## src/rtl/arb_mux_nbit.sv

```systemverilog
// Registered M-to-1 stream multiplexer with round-robin arbitration,
// valid/ready handshakes and an optional packet lock that holds the grant until in_last.
module arb_mux_nbit #(
  parameter int N    = 64,
  parameter int M    = 4,
  parameter int LOCK = 0,
  parameter int SW   = $clog2(M)
) (
  input  logic            clk,
  input  logic            reset_n,
  input  logic [M-1:0]    in_valid,
  input  logic [M*N-1:0]  in_data,
  input  logic [M-1:0]    in_last,
  output logic [M-1:0]    in_ready,
  output logic            out_valid,
  output logic [N-1:0]    out_data,
  output logic            out_last,
  output logic [SW-1:0]   out_sel,
  input  logic            out_ready
);

  localparam int unsigned MU = M;

  typedef enum logic {ARB_FREE, ARB_LOCKED} arb_state_e;

  arb_state_e    state, state_nxt;
  logic [SW-1:0] ptr, ptr_nxt;
  logic [SW-1:0] lock_idx, lock_idx_nxt;
  logic [SW-1:0] grant;
  logic          grant_valid;
  logic [N-1:0]  grant_data;
  logic          grant_last;
  logic          space, accept;
  logic          out_valid_nxt, out_last_nxt;
  logic [N-1:0]  out_data_nxt;
  logic [SW-1:0] out_sel_nxt;
  int unsigned   best_off, off;

  // Each valid channel is ranked by its distance past ptr; the smallest distance wins.
  always_comb begin
    grant_valid = 1'b0;
    grant       = '0;
    best_off    = MU;
    off         = 0;
    for (int unsigned j = 0; j < MU; j++) begin
      off = (j + MU - 1 - 32'(ptr)) % MU;
      if (in_valid[j] && (off < best_off)) begin
        best_off    = off;
        grant       = SW'(j);
        grant_valid = 1'b1;
      end
    end
    if (state == ARB_LOCKED) begin
      grant       = lock_idx;
      grant_valid = in_valid[lock_idx];
    end
  end

  always_comb begin
    grant_data = '0;
    grant_last = 1'b0;
    for (int unsigned j = 0; j < MU; j++) begin
      if (grant == SW'(j)) begin
        grant_data = in_data[j*N +: N];
        grant_last = in_last[j];
      end
    end
  end

  assign space  = !out_valid || out_ready;
  assign accept = reset_n && space && grant_valid;

  always_comb begin
    in_ready = '0;
    for (int unsigned j = 0; j < MU; j++) begin
      in_ready[j] = accept && (grant == SW'(j));
    end
  end

  always_comb begin
    state_nxt     = state;
    lock_idx_nxt  = lock_idx;
    ptr_nxt       = ptr;
    out_valid_nxt = out_valid;
    out_data_nxt  = out_data;
    out_last_nxt  = out_last;
    out_sel_nxt   = out_sel;
    if (accept) begin
      out_valid_nxt = 1'b1;
      out_data_nxt  = grant_data;
      out_last_nxt  = grant_last;
      out_sel_nxt   = grant;
      ptr_nxt       = grant;
      if (LOCK != 0) begin
        lock_idx_nxt = grant;
        state_nxt    = grant_last ? ARB_FREE : ARB_LOCKED;
      end
    end else if (out_ready) begin
      out_valid_nxt = 1'b0;
    end
  end

  always_ff @(posedge clk) begin
    if (!reset_n) begin
      state     <= ARB_FREE;
      lock_idx  <= '0;
      ptr       <= SW'(M - 1);
      out_valid <= 1'b0;
      out_data  <= '0;
      out_last  <= 1'b0;
      out_sel   <= '0;
    end else begin
      state     <= state_nxt;
      lock_idx  <= lock_idx_nxt;
      ptr       <= ptr_nxt;
      out_valid <= out_valid_nxt;
      out_data  <= out_data_nxt;
      out_last  <= out_last_nxt;
      out_sel   <= out_sel_nxt;
    end
  end

endmodule
```

## config.mk

```make
export PLATFORM = sky130hd
export DESIGN_NAME = arb_mux_nbit
export DESIGN_NICKNAME = d
export VERILOG_FILES = /design/src/rtl/arb_mux_nbit.sv
export SDC_FILE = /design/constraint.sdc
export NUM_CORES = 1
export LEC_CHECK = 0
export BUFFER_PORTS_ARGS = -buffer_cell sky130_fd_sc_hd__buf_2
export CAP_MARGIN = 30
export CORE_AREA = 2 2 131 133
export CTS_CLUSTER_DIAMETER = 120
export DETAILED_ROUTE_END_ITERATION = 6
export DIE_AREA = 0 0 133 135
export SETUP_SLACK_MARGIN = 0.5
export SYNTH_ARGS = -nofsm -noshare
export SYNTH_HDL_FRONTEND = slang
export SYNTH_SLANG_ARGS = --single-unit
```

## constraint.sdc

```tcl
create_clock -name clk -period 6.6 [get_ports clk]
set_clock_uncertainty 0.1 [all_clocks]
set_input_delay 1.32 -clock clk [delete_from_list [all_inputs] [get_ports clk]]
set_output_delay 1.32 -clock clk [all_outputs]
set_load 0.03 [all_outputs]
```

# Yosys cells after proc, flatten, opt, wreduce, memory -nomap -nowiden
# Cells that the tools add are included.
[op_classes]
addsub = 4
order_cmp = 4
eq_ne = 3
mux = 20
n_reduce_logical = 14
[op_table]
columns = ["op", "n"]
rows = [
  ["two-way mux 64 bit", 4],
  ["< comparator 2 x 32 -> 1 bit", 3],
  ["two-way mux 32 bit", 2],
  ["two-way mux 1 bit", 11],
  ["logical AND 1 bit", 10],
  ["equality test 2 bit (second input constant)", 2],
  ["two-way mux 2 bit", 2],
  ["subtractor 1 x 2 -> 2 bit (first input constant)", 2],
  ["subtractor 2 bit (first input constant)", 2],
  ["< comparator 2 x 3 -> 1 bit (second input constant)", 1],
  ["two-way mux 3 bit", 1],
  ["equality test 2 x 1 -> 1 bit (second input constant)", 1],
  ["logical NOT 2 bit", 1],
  ["nonzero test 2 bit", 1],
  ["logical NOT 1 bit", 1],
  ["logical OR 1 bit", 1],
]
[totals]
register_bits = 70
in_bits = 267
out_inout_bits = 72
word_cells = 50

# Logic depth before layout (Yosys ltp)
[logic_depth]
depth_word = 18
ltp_mapped = 24
ltp_nobuf = 17

# Worst setup path after synthesis
# No wires, ideal clock.
[synth_path]
path_kind = "input-to-output"
start = "input in_valid[0]"
end = "output in_ready[1]"
arrival_time_ns = 5.953
required_time_ns = 5.180
path_slack_ns = -0.773
stages = 20
path_buffers = 6
cell_sequence = "nand2_1 ha_1 a21oi_1 o21ai_0 clkbuf_1 buf_2 clkbuf_1 a31oi_1 ha_1 o22ai_1 a22oi_4 buf_2 clkbuf_1 mux2_2 ha_1 a21oi_1 o21ai_1 a41oi_4 clkbuf_1 nor3_1"
[synth_via]
elab_chain_len = 13
word_cells_on_any_way = 20
cone_classes = "3 x order compare; 1 x eq/ne; 10 x mux; 6 x reduce/logical"
[synth_rtl]
columns = ["element", "line", "rtl"]
rows = [
  ["start, declared", "11", "input logic [M-1:0] in_valid,"],
  ["logical AND 1 bit *", "47", "if (in_valid[j] && (off < best_off)) begin"],
  ["two-way mux 3 bit", "47", ""],
  ["< comparator 2 x 32 -> 1 bit", "47", ""],
  ["logical AND 1 bit", "47", ""],
  ["two-way mux 32 bit", "47", ""],
  ["< comparator 2 x 32 -> 1 bit", "47", ""],
  ["logical AND 1 bit", "47", ""],
  ["two-way mux 32 bit", "47", ""],
  ["< comparator 2 x 32 -> 1 bit", "47", ""],
  ["logical AND 1 bit", "47", ""],
  ["two-way mux 2 bit or two-way mux 1 bit (tied branches)", "47", ""],
  ["equality test 2 x 1 -> 1 bit or logical AND 1 bit (tied branches)", "76, 71", ""],
  ["logical AND 1 bit *", "76", "in_ready[j] = accept && (grant == SW'(j));"],
  ["end, declared", "14", "output logic [M-1:0] in_ready,"],
]
# Every way passes the cells marked *; elsewhere a longest branch is shown, timed or not.

# Final worst setup path
[layout_path]
start = "input in_valid[0]"
end = "output in_ready[3]"
[layout_via]
elab_chain_len = 13
word_cells_on_any_way = 20
cone_classes = "3 x order compare; 1 x eq/ne; 10 x mux; 6 x reduce/logical"
[layout_rtl]
columns = ["element", "line"]
rows = [
  ["logical AND 1 bit *", "47"],
  ["two-way mux 3 bit", "47"],
  ["< comparator 2 x 32 -> 1 bit", "47"],
  ["logical AND 1 bit", "47"],
  ["two-way mux 32 bit", "47"],
  ["< comparator 2 x 32 -> 1 bit", "47"],
  ["logical AND 1 bit", "47"],
  ["two-way mux 32 bit", "47"],
  ["< comparator 2 x 32 -> 1 bit", "47"],
  ["logical AND 1 bit", "47"],
  ["two-way mux 2 bit or two-way mux 1 bit (tied branches)", "47"],
  ["equality test 2 bit or logical AND 1 bit (tied branches)", "76, 71"],
  ["logical AND 1 bit *", "76"],
]
# Marks and branches as above.

==> run_results.csv <==
group,metric,value,unit
die,ioPinCount,339,
setup_path,crit_top_cell,"ha_4",
placed_design,gp_congestion,0.817,
power_and_ir_drop,internal_power,0.00159,W
flow_run,maxCapViolCount,0,
timing,grt_setup_unrepaired,"no",
routing,wl,16.8,mm
hold_path,hold_path.class,"register to register",
setup_path,critical-path-slowest-cell,"mux2_4",
power_and_ir_drop,power_frac_clock,0.164,
synth,yosysWarningCount,0,
synth,synth.distinct_cells,37,
cts,tritoncts,"done",
setup_path,cp_slowest_stage_delay,0.33,ns
routing,wire_per_inst,17.2,um
timing,maxSlewViolCount,0,
final_layout,utilization,0.391,
global_route,grt_max_degree,63,
final_layout,stdcell_count,978,
die,die_x,133,um
synth,yosys_most_used_dff,"dfxtp_1",
cts,cts_buffer_depth,2,
die,die_area,18000,sq um
synth,synth_nets,710,
timing,fin_setup_tns,0,ns
power_and_ir_drop,leakage,3.23,nW
final_layout,regArea,1400,sq um
synth,syn_area_per_cell,9.34,sq um
power_and_ir_drop,vdd_drop_max,374,uV
power_and_ir_drop,seq_power_share,0.229,
synth,synth_xor_area_frac,0.00213,
cts,cts_max_level,3,
final_layout,num-nets-final,1023,
routing,drc,0,
placed_design,numPortBuffers,338,
synth,synthArstFlopShare,0,
synth,syn_area,4110,sq um
placed_design,place_hpwl,12.6,mm
die,core_area,16400,sq um
timing,relSlewSlack,0.431,
cts,cts_buffers,9,
synth,synth_top_family_by_area,"compound AO/OA/AOI/OAI gates",
cts,clock_sinks,70,
routing,drt_iter0_markers,252,
power_and_ir_drop,comb_power_share,0.607,
power_and_ir_drop,power.density,472,nW/um^2
setup_path,crit_path_end_kind,"primary output",
synth,synth-edff-count,0,
global_route,grt_use_total,0.182,
die,initial_core_util,0.251,
die,die_h,135,um
final_layout,multiInputGateArea,2620,sq um
timing,worstMarginPinSlew,0.832,ns
power_and_ir_drop,p_switching,0.00144,W
synth,synthMuxAreaShare,0.144,
synth,synth-simple-area-share,0.0959,
die,num_rows,47,
cts,root_buffer,"clkbuf_16",
cts,postCtsHoldBufs,0,
global_route,grt_pass1_wl,26.1,mm
global_route,grt_pass1_vias,5030,
routing,via_per_inst,5.09,
routing,detail-route-antenna-nets,0,
routing,first_pass_iters,4,
status,status,"complete, no violations",
routing,vias,4978,
setup_path,crit_path_max_fanout,8,
synth,syn_inst,440,
power_and_ir_drop,p_sw_frac,0.475,
global_route,gr-total-overflow,0,
synth,synth-adder-area-share,0.00913,
synth,synth_compound_area_frac,0.349,
timing,setup_violations,0,
final_layout,syn2layout_area_growth,55.9,%
synth,synth-seq-cells,70,
setup_path,worst-setup-path-type,"input pin to primary output",
timing,whs,0.380,ns
final_layout,fillCellCount,1684,
timing,max_freq,167,MHz
setup_path,critPathArrivalTime,4.55,ns
setup_path,crit_required,5.18,ns
cts,clk_pin_slew,0.06,ns
final_layout,layout-drive-gt1-share,0.512,
setup_path,worstPathCellList,"clkbuf_4 -> nand2_4 -> ha_4 -> a21oi_2 -> o21ai_4 -> nor2_2 -> a31oi_4 -> ha_4 -> and4b_1 -> a22oi_4 -> mux2_4 -> ha_4 -> a21oi_2 -> o21ai_4 -> a41oi_4 -> and2_4 -> buf_2",
setup_path,worstSetupStartpointType,"input pin",
synth,seq_area_frac_synth,0.341,
cts,insertion_delay,0.33,ns
timing,fin_crit_sh,0.905,
global_route,antenna_found_initial,0,
timing,min_period,5.97,ns
final_layout,num_antenna_cells,0,
placed_design,dp_cells,960,
timing,hold_violations,0,
## cell families (layout without fill, tap and decap cells)
family,count (synthesis),in the layout
xor gates and xnor gates,1,1
and+or+nand+nor,89,89
adders and majority gates,3,3
buffers and inverters,55,373
muxes,59,59
AOI/OAI and AO/OA,163,163
DFF,70,70
## flip-flops by register name (all words and copies together) (netlist names)
signal	cells
out_sel	2
ptr	2
out_valid	1
out_data	64
out_last	1
## stage by stage
stage / total power [W] / instance area, sq um / worst slack, ns
after CTS: 0.00302 / 6380 / 0.506
final: 0.00303 / 6410 / 0.626
after global routing: 0.00323 / 6410 / 0.507
after detailed placement: 0.00249 / 6070 / 0.451
after global placement: 0.00248 / 6070 / 0.542
after floorplan: 0.00203 / 4280 / 0.365
## timing repair
item / in CTS / in global routing
pin swaps: 1 / 1
endpoints found under the setup margin: 1 / 3
resized for setup: 0 / 4
buffers inserted: 1 / 1
## Yosys cell counts, types with 2 or more instances
cell type | count | area (sq um)
nor2_1 | 64 | 240
nand2b_1 | 2 | 12.5
o21ai_0 | 4 | 20.0
a2111oi_0 | 58 | 508
dfxtp_1 | 70 | 1400
buf_2 | 18 | 90.1
a22oi_1 | 2 | 15.0
inv_1 | 6 | 22.5
a31oi_1 | 2 | 12.5
nor3_1 | 4 | 20.0
clkbuf_1 | 29 | 109
and3_1 | 9 | 56.3
mux2i_1 | 58 | 581
a32oi_1 | 7 | 61.3
a311oi_1 | 7 | 61.3
nand2_1 | 2 | 7.51
a221o_1 | 58 | 581
buf_6 | 2 | 22.5
ha_1 | 3 | 37.5
a21oi_1 | 18 | 90.1
## path summary, 6_finish.rpt
kind                                    from           end  slack, ns  depth (start not counted)
worst min-delay path            out_data[18]  out_data[18]       0.38                          1
worst max register to register        ptr[0]  out_data[24]       1.77                         18
worst min register to register  out_data[18]  out_data[18]       0.38                          1
worst max-delay path             in_valid[0]   in_ready[3]       0.63                         17
## power by group through the flow
stage	Clock (W)	Sequential [W]	Combinational, W
2_1_floorplan	0	0.00101	0.00102
6_report	0.000495	0.000693	0.00184
3_5_place_dp	0	0.000694	0.00180
5_1_grt	0.000530	0.000713	0.00198
3_3_place_gp	0	0.000697	0.00178
4_1_cts	0.000509	0.000691	0.00182
## final cells by class
class | instances | share of cell area
Sequential cell | 70 | 0.219
Inverter | 6 | 0.00351
Multi-Input combinational cell | 315 | 0.408
Tap cell | 220 | 0.0429
Clock buffer | 11 | 0.0379
Clock inverter | 5 | 0.00917
Timing Repair Buffer | 351 | 0.280
## critical path, delay by kind of cell
family / cells / cell delay, ns
AOI/OAI and AO/OA: 7 / 1.22
adders and majority gates: 3 / 0.70
buffers and inverters: 2 / 0.39
and+or+nand+nor: 4 / 0.57
muxes: 1 / 0.33
## metal layers
metal  global-route usage  vias to the layer above  wire length [um]
met4               0.0508                        0               182
li1                     -                     2430                 -
met3               0.0368                       11              1160
met5                    0                        -                 0
met1                0.221                     2317              7010
met2                0.328                      220              8470
## layout by cell type (no fill, tap or decap), types with 2 or more instances in the layout
cell type | synthesis | final
nor2_1 | 64 | 62
buf_4 | 0 | 13
inv_1 | 6 | 6
mux2i_1 | 58 | 58
a311oi_1 | 7 | 7
clkbuf_16 | 0 | 9
buf_2 | 18 | 337
o21ai_4 | 0 | 2
a32oi_1 | 7 | 7
ha_4 | 0 | 3
and3_1 | 9 | 8
dfxtp_1 | 70 | 70
a21oi_2 | 0 | 2
a22oi_1 | 2 | 2
o21ai_0 | 4 | 3
a221o_1 | 58 | 58
nand2b_1 | 2 | 2
a21oi_1 | 18 | 16
a2111oi_0 | 58 | 58
nor3_2 | 0 | 2
clkinvlp_4 | 0 | 2
(Power assumes the default switching activity.)
